===== src/rtl/fft_pkg.sv =====
// Shared FFT result-path types: frame geometry defaults, complex bin layout,
// magnitude width and the peak-detector state encoding.
package fft_pkg;
  localparam int FFT_M     = 9;
  localparam int FFT_WIDTH = 16;

  typedef struct packed {
    logic signed [FFT_WIDTH-1:0] re;
    logic signed [FFT_WIDTH-1:0] im;
  } complex_t;

  typedef logic [2*FFT_WIDTH-1:0] mag_t;

  typedef enum logic [1:0] {IDLE, ACCUM, FLUSH, DONE} peak_state_t;
endpackage


===== src/rtl/fft_mag_sq.sv =====
// |X|^2 pipeline: S1 registers the bin, S2 registers both signed squares,
// S3 (combinational here) sums them; the consumer registers the result.
module fft_mag_sq #(
  parameter int M     = 9,
  parameter int WIDTH = 16
) (
  input  logic               clk,
  input  logic               reset,
  input  logic               i_flush,
  input  logic               i_valid,
  input  logic [2*WIDTH-1:0] i_data,
  input  logic [M-1:0]       i_idx,
  output logic               o_valid,
  output logic [M-1:0]       o_idx,
  output logic [2*WIDTH-1:0] o_mag,
  output logic               o_busy
);
  logic [1:0]               r_vld_pipe;
  logic signed [WIDTH-1:0]  r_re, r_im;
  logic [M-1:0]             r_idx1, r_idx2;
  logic signed [2*WIDTH-1:0] r_re_sq, r_im_sq;

  always_ff @(posedge clk or negedge reset) begin
    if (!reset) begin
      r_vld_pipe <= '0;
      r_re       <= '0;
      r_im       <= '0;
      r_idx1     <= '0;
      r_idx2     <= '0;
      r_re_sq    <= '0;
      r_im_sq    <= '0;
    end else begin
      r_vld_pipe <= i_flush ? 2'b00 : {r_vld_pipe[0], i_valid};
      r_re       <= i_data[2*WIDTH-1:WIDTH];
      r_im       <= i_data[WIDTH-1:0];
      r_idx1     <= i_idx;
      // Full 2W-bit signed product keeps (-2^(W-1))^2 = 2^(2W-2) exact.
      r_re_sq    <= r_re * r_re;
      r_im_sq    <= r_im * r_im;
      r_idx2     <= r_idx1;
    end
  end

  // Both squares are non-negative and <= 2^(2W-2), so the sum fits unsigned 2W.
  assign o_mag   = $unsigned(r_re_sq) + $unsigned(r_im_sq);
  assign o_valid = r_vld_pipe[1];
  assign o_idx   = r_idx2;
  assign o_busy  = |r_vld_pipe;
endmodule


===== src/rtl/fft_peak_detect.sv =====
// Tracks the strongest bin of the lower half-spectrum of each FFT frame and
// reports its index and |X|^2 one cycle after the pipeline drains.
module fft_peak_detect
  import fft_pkg::*;
#(
  parameter int M       = FFT_M,
  parameter int WIDTH   = FFT_WIDTH,
  parameter int SKIP_DC = 1
) (
  input  logic               clk,
  input  logic               reset,
  input  logic               start,
  input  logic               in_valid,
  input  logic [2*WIDTH-1:0] in_data,
  output logic               busy,
  output logic               done,
  output logic [M-1:0]       peak_bin,
  output logic [2*WIDTH-1:0] peak_mag
);
  localparam logic [M-1:0] LO   = M'(SKIP_DC != 0);
  localparam logic [M-1:0] LAST = '1;

  peak_state_t        r_state, w_state_nxt;
  logic [M-1:0]       r_cnt, r_max_idx;
  logic [2*WIDTH-1:0] r_max;
  logic               w_accept, w_upd, w_mvalid, w_pipe_busy;
  logic [M-1:0]       w_midx;
  logic [2*WIDTH-1:0] w_mag;

  // A sample arriving with start belongs to the aborted frame and is dropped.
  assign w_accept = in_valid && (r_state == ACCUM) && !start;

  fft_mag_sq #(.M(M), .WIDTH(WIDTH)) u_mag_sq (
    .clk     (clk),
    .reset   (reset),
    .i_flush (start),
    .i_valid (w_accept),
    .i_data  (in_data),
    .i_idx   (r_cnt),
    .o_valid (w_mvalid),
    .o_idx   (w_midx),
    .o_mag   (w_mag),
    .o_busy  (w_pipe_busy)
  );

  // Window [LO, N/2-1]: upper half-spectrum has its MSB set.
  assign w_upd = w_mvalid && !w_midx[M-1] && ((SKIP_DC == 0) || (w_midx != '0))
                 && (w_mag > r_max);

  always_comb begin
    w_state_nxt = r_state;
    case (r_state)
      IDLE:    w_state_nxt = IDLE;
      ACCUM:   if (w_accept && r_cnt == LAST) w_state_nxt = FLUSH;
      FLUSH:   if (!w_pipe_busy) w_state_nxt = DONE;
      DONE:    w_state_nxt = IDLE;
      default: w_state_nxt = IDLE;
    endcase
    if (start) w_state_nxt = ACCUM;
  end

  always_ff @(posedge clk or negedge reset) begin
    if (!reset) begin
      r_state   <= IDLE;
      r_cnt     <= '0;
      r_max     <= '0;
      r_max_idx <= LO;
      peak_bin  <= '0;
      peak_mag  <= '0;
    end else begin
      r_state <= w_state_nxt;
      if (start) begin
        r_cnt     <= '0;
        r_max     <= '0;
        r_max_idx <= LO;
      end else begin
        if (w_accept) r_cnt <= r_cnt + 1'b1;
        if (w_upd) begin
          r_max     <= w_mag;
          r_max_idx <= w_midx;
        end
      end
      if (w_state_nxt == DONE) begin
        peak_bin <= r_max_idx;
        peak_mag <= r_max;
      end
    end
  end

  assign busy = (r_state != IDLE);
  assign done = (r_state == DONE);
endmodule

===== config.mk =====
export PLATFORM = sky130hd
export DESIGN_NAME = fft_peak_detect
export DESIGN_NICKNAME = d
export VERILOG_FILES = /design/src/rtl/fft_pkg.sv /design/src/rtl/fft_mag_sq.sv /design/src/rtl/fft_peak_detect.sv
export SDC_FILE = /design/constraint.sdc
export NUM_CORES = 2
export LEC_CHECK = 0
export ABC_AREA = 1
export BUFFER_PORTS_ARGS = -buffer_cell sky130_fd_sc_hd__buf_4
export CAP_MARGIN = 5
export CORE_MARGIN = 2
export CORE_UTILIZATION = 60
export CTS_CLUSTER_SIZE = 28
export DETAILED_ROUTE_END_ITERATION = 8
export PLACE_DENSITY = 0.89
export SETUP_SLACK_MARGIN = 0.1
export SYNTH_ARGS = -nofsm -noshare
export SYNTH_HDL_FRONTEND = slang
export SYNTH_SLANG_ARGS = --single-unit

===== constraint.sdc =====
create_clock -name clk -period 6.49 [get_ports clk]
set_clock_uncertainty 0.1 [all_clocks]
set_input_delay 1.298 -clock clk [delete_from_list [all_inputs] [get_ports clk]]
set_output_delay 1.298 -clock clk [all_outputs]
set_load 0.02 [all_outputs]

==> flow_summary.html <==
<table>
<tr><th>Metric</th><th>Value</th></tr>
<tr><th colspan="2">Placement</th></tr>
<tr><td>Placer Congestion</td><td>0.954</td></tr>
<tr><td>Number of buffers added on ports</td><td>between 70 and 80</td></tr>
<tr><td>Post-placement worst setup slack</td><td>roughly 0.25 ns</td></tr>
<tr><td>HPWL after DPL</td><td>between 50,000 and 60,000 um</td></tr>
<tr><th colspan="2">Clock tree</th></tr>
<tr><td>Later-pin clock latency in the skew report</td><td>between 0.5 and 0.6 ns</td></tr>
<tr><td>Clock buffer count from CTS</td><td>26</td></tr>
<tr><td>CTS H-tree depth</td><td>1</td></tr>
<tr><td>Total clock sinks</td><td>207</td></tr>
<tr><td>Post-CTS sizing</td><td>0</td></tr>
<tr><td>Number of buffers inserted by post-CTS setup repair</td><td>0</td></tr>
<tr><td>Root buffer cell</td><td>sky130_fd_sc_hd__clkbuf_16</td></tr>
<tr><td>Count of hold-fix buffers inserted at cts</td><td>0</td></tr>
<tr><td>Maximum root-to-sink buffer count</td><td>3</td></tr>
<tr><td>CTS tree</td><td>built</td></tr>
<tr><td>Clock slew at the register clock pins of the worst setup and hold paths</td><td>0.07 ns</td></tr>
<tr><th colspan="2">Synth</th></tr>
<tr><td>Commonest cells in the synthesized netlist</td><td>sky130_fd_sc_hd__inv_1 (940), sky130_fd_sc_hd__nand2_1 (751), sky130_fd_sc_hd__fa_1 (470), sky130_fd_sc_hd__ha_1 (243), sky130_fd_sc_hd__dfrtp_1 (206)</td></tr>
<tr><td>Post-synthesis cell type with the largest combined area</td><td>sky130_fd_sc_hd__fa_1</td></tr>
<tr><td>Most used DFF post-synth</td><td>sky130_fd_sc_hd__dfrtp_1</td></tr>
<tr><td>Most used standard cell by instance count after synthesis</td><td>sky130_fd_sc_hd__inv_1</td></tr>
<tr><td>Synth Area in Simple Gates</td><td>around 17%</td></tr>
<tr><td>Yosys warnings</td><td>0</td></tr>
<tr><td>Synthesized-area fraction occupied by adder cells</td><td>43.4%</td></tr>
<tr><td>Share of the synthesized area in the top cell type</td><td>32.8%</td></tr>
<tr><td>Cell area after synthesis</td><td>approximately 29,000 sq um</td></tr>
<tr><td>Post-synthesis async set-or-reset flop share</td><td>100%</td></tr>
<tr><td>Fraction of the mapped netlist area in compound gates</td><td>approximately 5%</td></tr>
<tr><td>Largest cells by area after synthesis</td><td>sky130_fd_sc_hd__fa_1 (33%), sky130_fd_sc_hd__dfrtp_1 (18%), sky130_fd_sc_hd__inv_1 (12%)</td></tr>
<tr><td>Post-Synthesis Cells</td><td>approximately 3,400</td></tr>
<tr><td>Synthesized-area fraction occupied by xor and xnor cells</td><td>between 2 and 3%</td></tr>
<tr><td>Mean post-synth cell area</td><td>around 8.3 sq um</td></tr>
<tr><td>EDFF count, synth</td><td>0</td></tr>
<tr><td>Post-synth net total</td><td>4,192</td></tr>
<tr><td>Combinational family with the most area after synthesis</td><td>adder cells</td></tr>
<tr><td>Count of state elements after synthesis</td><td>207</td></tr>
<tr><td>Share of the yosys chip area belonging to registers</td><td>around 18%</td></tr>
<tr><td>Number of distinct library cells after synthesis</td><td>45</td></tr>
<tr><td>Proportion of synthesized area in mux cells</td><td>0%</td></tr>
<tr><th colspan="2">Min path</th></tr>
<tr><td>Min-delay worst type</td><td>register to register</td></tr>
<tr><th colspan="2">Finish</th></tr>
<tr><td>Total Nets Final</td><td>around 4,200</td></tr>
<tr><td>Count of inserted antenna diode cells</td><td>0</td></tr>
<tr><td>Total area of multi-input combinational cells</td><td>approximately 20,000 sq um</td></tr>
<tr><td>Area growth from synthesis to layout</td><td>7.05%</td></tr>
<tr><td>Area taken by flip-flops and latches</td><td>approximately 5200 sq um</td></tr>
<tr><td>Fraction of layout cells with a size suffix above 1</td><td>~5.9%</td></tr>
<tr><td>Fill cell instance count of the final layout</td><td>between 3,000 and 4,000</td></tr>
<tr><th colspan="2">GRT</th></tr>
<tr><td>Initial antenna violation count</td><td>0</td></tr>
<tr><td>Remaining global-route overflow</td><td>0</td></tr>
<tr><td>Number of global-route vias before repair</td><td>23,400</td></tr>
<tr><td>Global-route wire length before repair</td><td>112,000 um</td></tr>
<tr><td>Largest net degree at the start of global routing</td><td>138</td></tr>
<tr><td>Global routing usage summed across all routing layers</td><td>between 20% and 30%</td></tr>
<tr><th colspan="2">Setup path</th></tr>
<tr><td>Flop-to-flop setup slack</td><td>0.38 ns</td></tr>
<tr><td>Reg2reg end</td><td>u_mag_sq.r_re_sq[28]</td></tr>
<tr><td>Launching element type of the critical path</td><td>register</td></tr>
<tr><td>Origin of the critical flop-to-flop path</td><td>u_mag_sq.r_re[9]</td></tr>
<tr><td>Worst Setup SP</td><td>u_mag_sq.r_re[9]</td></tr>
<tr><td>Endpoint required time on the critical path</td><td>about 7 ns</td></tr>
<tr><td>WP data arrival</td><td>about 6.5 ns</td></tr>
<tr><td>Crit. End Element</td><td>register</td></tr>
<tr><td>Crit path max fanout</td><td>17</td></tr>
<tr><td>Critical path class</td><td>register to register</td></tr>
<tr><td>Endpoint of the worst setup timing path</td><td>u_mag_sq.r_re_sq[28]</td></tr>
<tr><td>Worst R2R Path Depth</td><td>19</td></tr>
<tr><th colspan="2">Drt</th></tr>
<tr><td>Routed via count</td><td>about 22,000</td></tr>
<tr><td>Remaining antenna violation count after routing</td><td>0</td></tr>
<tr><td>Total wirelength of the detailed-routed design</td><td>roughly 66,000 um</td></tr>
<tr><td>Total iterations of the first detailed-routing run</td><td>6</td></tr>
<tr><td>Routed length per instance</td><td>around 16 um</td></tr>
<tr><td>Via density per instance</td><td>around 5.4</td></tr>
<tr><td>DRC</td><td>0</td></tr>
<tr><td>Number of DRC violations after detailed-routing iteration 0</td><td>1,790</td></tr>
<tr><th colspan="2">STA</th></tr>
<tr><td>Setup repair after global routing missed its margin</td><td>yes</td></tr>
<tr><td>Final critical-path required period</td><td>roughly 6 ns</td></tr>
<tr><td>Worst slew pin tran</td><td>around 0.94 ns</td></tr>
<tr><td>Achievable Freq</td><td>164 MHz</td></tr>
<tr><td>Final Worst Setup Slack</td><td>slightly below 0.4 ns</td></tr>
<tr><td>Final Hold Vio Count</td><td>0</td></tr>
<tr><td>Share of the clock period used by the worst path</td><td>94.1%</td></tr>
<tr><td>Headroom to the max-slew limit</td><td>a little under two fifths</td></tr>
<tr><td>Number of max-slew violations in the final report</td><td>0</td></tr>
<tr><td># setup viols final</td><td>0</td></tr>
<tr><td>Sum of negative setup slack</td><td>0 ns</td></tr>
<tr><th colspan="2">Floorplan</th></tr>
<tr><td>Initial core utilization</td><td>between 60% and 70%</td></tr>
<tr><td>Cell Rows</td><td>80</td></tr>
<tr><td>Die boundary height</td><td>~220 um</td></tr>
<tr><td>Core area</td><td>between 40,000 and 50,000 sq um</td></tr>
<tr><td>Die Area</td><td>around 50,000 sq um</td></tr>
<tr><td>Top-level I/O count</td><td>79</td></tr>
<tr><td>Die X</td><td>~220 um</td></tr>
<tr><th colspan="2">Status</th></tr>
<tr><td>Outcome</td><td>finished clean</td></tr>
<tr><th colspan="2">Run</th></tr>
<tr><td>Maximum Capacitance Violations</td><td>0</td></tr>
</table>
==> state kept, by name, summed over array words and instances, names as in the netlist <==
signal	count
r_state	2
u_mag_sq.o_idx	9
r_max_idx	9
u_mag_sq.r_im_sq	31
u_mag_sq.r_idx1	9
peak_bin	9
u_mag_sq.r_vld_pipe	2
u_mag_sq.r_re_sq	31
peak_mag	32
r_max	32
r_cnt	9
u_mag_sq.r_re	16
u_mag_sq.r_im	16
==> kinds of logic after synthesis <==
family                     count (synthesis)
adders and majority gates                713
DFF                                      207
xor gates and xnor gates                  96
buffers and inverters                   1034
AOI/OAI and AO/OA                        234
and+or+nand+nor                         1159
==> worst max-delay path, stage by stage (launching register included) <==
cell                      delay [ns]
sky130_fd_sc_hd__dfrtp_1        0.79
sky130_fd_sc_hd__nand2_1        0.24
sky130_fd_sc_hd__fa_1           0.57
sky130_fd_sc_hd__fa_1           0.53
sky130_fd_sc_hd__fa_1           0.46
sky130_fd_sc_hd__fa_1           0.51
sky130_fd_sc_hd__inv_1          0.06
sky130_fd_sc_hd__fa_1           0.53
sky130_fd_sc_hd__inv_1          0.05
sky130_fd_sc_hd__fa_1           0.49
sky130_fd_sc_hd__inv_1          0.05
sky130_fd_sc_hd__ha_1           0.41
sky130_fd_sc_hd__nand2_1        0.11
sky130_fd_sc_hd__nor2_1         0.21
sky130_fd_sc_hd__inv_1          0.08
sky130_fd_sc_hd__nor2_1         0.31
sky130_fd_sc_hd__and3_1         0.21
sky130_fd_sc_hd__nand2_1        0.05
sky130_fd_sc_hd__nand3_1        0.10
sky130_fd_sc_hd__xor2_1         0.16
==> worst min path at each step <==
stage                                    to  slack, ns  cells after the start               start
after floorplan           u_mag_sq.o_idx[0]       0.23                      0  u_mag_sq.r_idx1[0]
after global placement    u_mag_sq.o_idx[1]       0.23                      0  u_mag_sq.r_idx1[1]
after detailed placement  u_mag_sq.o_idx[0]       0.24                      0  u_mag_sq.r_idx1[0]
after CTS                 u_mag_sq.o_idx[3]       0.25                      0  u_mag_sq.r_idx1[3]
after global routing      u_mag_sq.o_idx[1]       0.26                      0  u_mag_sq.r_idx1[1]
final                     u_mag_sq.o_idx[3]       0.25                      0  u_mag_sq.r_idx1[3]
==> cell usage in the layout (no fill, tap or decap), types with 3 or more instances in the layout <==
| cell | synthesis | routed |
|---|---|---|
| sky130_fd_sc_hd__clkbuf_8 | 0 | 4 |
| sky130_fd_sc_hd__nand3b_1 | 3 | 3 |
| sky130_fd_sc_hd__xnor2_1 | 32 | 32 |
| sky130_fd_sc_hd__or2_2 | 9 | 9 |
| sky130_fd_sc_hd__ha_1 | 243 | 243 |
| sky130_fd_sc_hd__o21bai_1 | 18 | 18 |
| sky130_fd_sc_hd__and2_1 | 3 | 3 |
| sky130_fd_sc_hd__nand4_1 | 33 | 33 |
| sky130_fd_sc_hd__nand3_1 | 169 | 169 |
| sky130_fd_sc_hd__a31oi_1 | 7 | 7 |
| sky130_fd_sc_hd__clkbuf_16 | 0 | 27 |
| sky130_fd_sc_hd__a21oi_1 | 109 | 109 |
| sky130_fd_sc_hd__dfrtp_1 | 206 | 201 |
| sky130_fd_sc_hd__fa_1 | 470 | 470 |
| sky130_fd_sc_hd__inv_1 | 940 | 939 |
| sky130_fd_sc_hd__o21ai_0 | 37 | 37 |
| sky130_fd_sc_hd__nand2_1 | 751 | 751 |
| sky130_fd_sc_hd__a21o_1 | 11 | 11 |
| sky130_fd_sc_hd__o21ai_2 | 32 | 32 |
| sky130_fd_sc_hd__buf_4 | 0 | 97 |
| sky130_fd_sc_hd__bufinv_16 | 0 | 3 |
| sky130_fd_sc_hd__a31o_2 | 3 | 3 |
| sky130_fd_sc_hd__nor2_1 | 149 | 149 |
| sky130_fd_sc_hd__clkinv_4 | 0 | 3 |
| sky130_fd_sc_hd__inv_6 | 0 | 5 |
| sky130_fd_sc_hd__nor4_1 | 5 | 5 |
| sky130_fd_sc_hd__nor3_1 | 24 | 24 |
| sky130_fd_sc_hd__o21a_1 | 4 | 4 |
| sky130_fd_sc_hd__dfrtp_2 | 0 | 5 |
| sky130_fd_sc_hd__o21ai_1 | 3 | 3 |
| sky130_fd_sc_hd__a21boi_0 | 5 | 5 |
| sky130_fd_sc_hd__xor2_1 | 64 | 64 |
==> cell type report <==
cell class              count  share of cell area [%]
inverters                 942                    11.5
multi-input cells        2202                    63.6
flip-flops and latches    207                    16.9
clock inverters            15                   0.604
clock buffers              32                    2.39
well taps                 615                    2.51
repair buffers             99                    2.49
==> routing by layer <==
| metal | part of all wire (%) | GRT usage [%] |
|---|---|---|
| met5 | 0 | 0 |
| met2 | 51 | 49.0 |
| met1 | 39 | 35.5 |
| met4 | 3.4 | 9.40 |
| met3 | 6.7 | 3.69 |
==> per-stage QoR <==
| stage | instance area, sq um | cells | utilization, % | hold slack (ns) |
|---|---|---|---|---|
| 2_1_floorplan | 28700 | 3443 | - | 0.231 |
| 3_3_place_gp | 29800 | 4065 | 62.7 | 0.231 |
| 3_5_place_dp | 29800 | 4065 | 62.7 | 0.236 |
| 4_1_cts | 30700 | 4112 | 64.7 | 0.253 |
| 5_1_grt | 30700 | 4112 | 64.7 | 0.265 |
| 6_report | 30700 | 4112 | 64.7 | 0.250 |
Power is left out: the tool's default activity adds up to more than one toggle a clock period on the data nets, which glitch-free logic cannot reach.
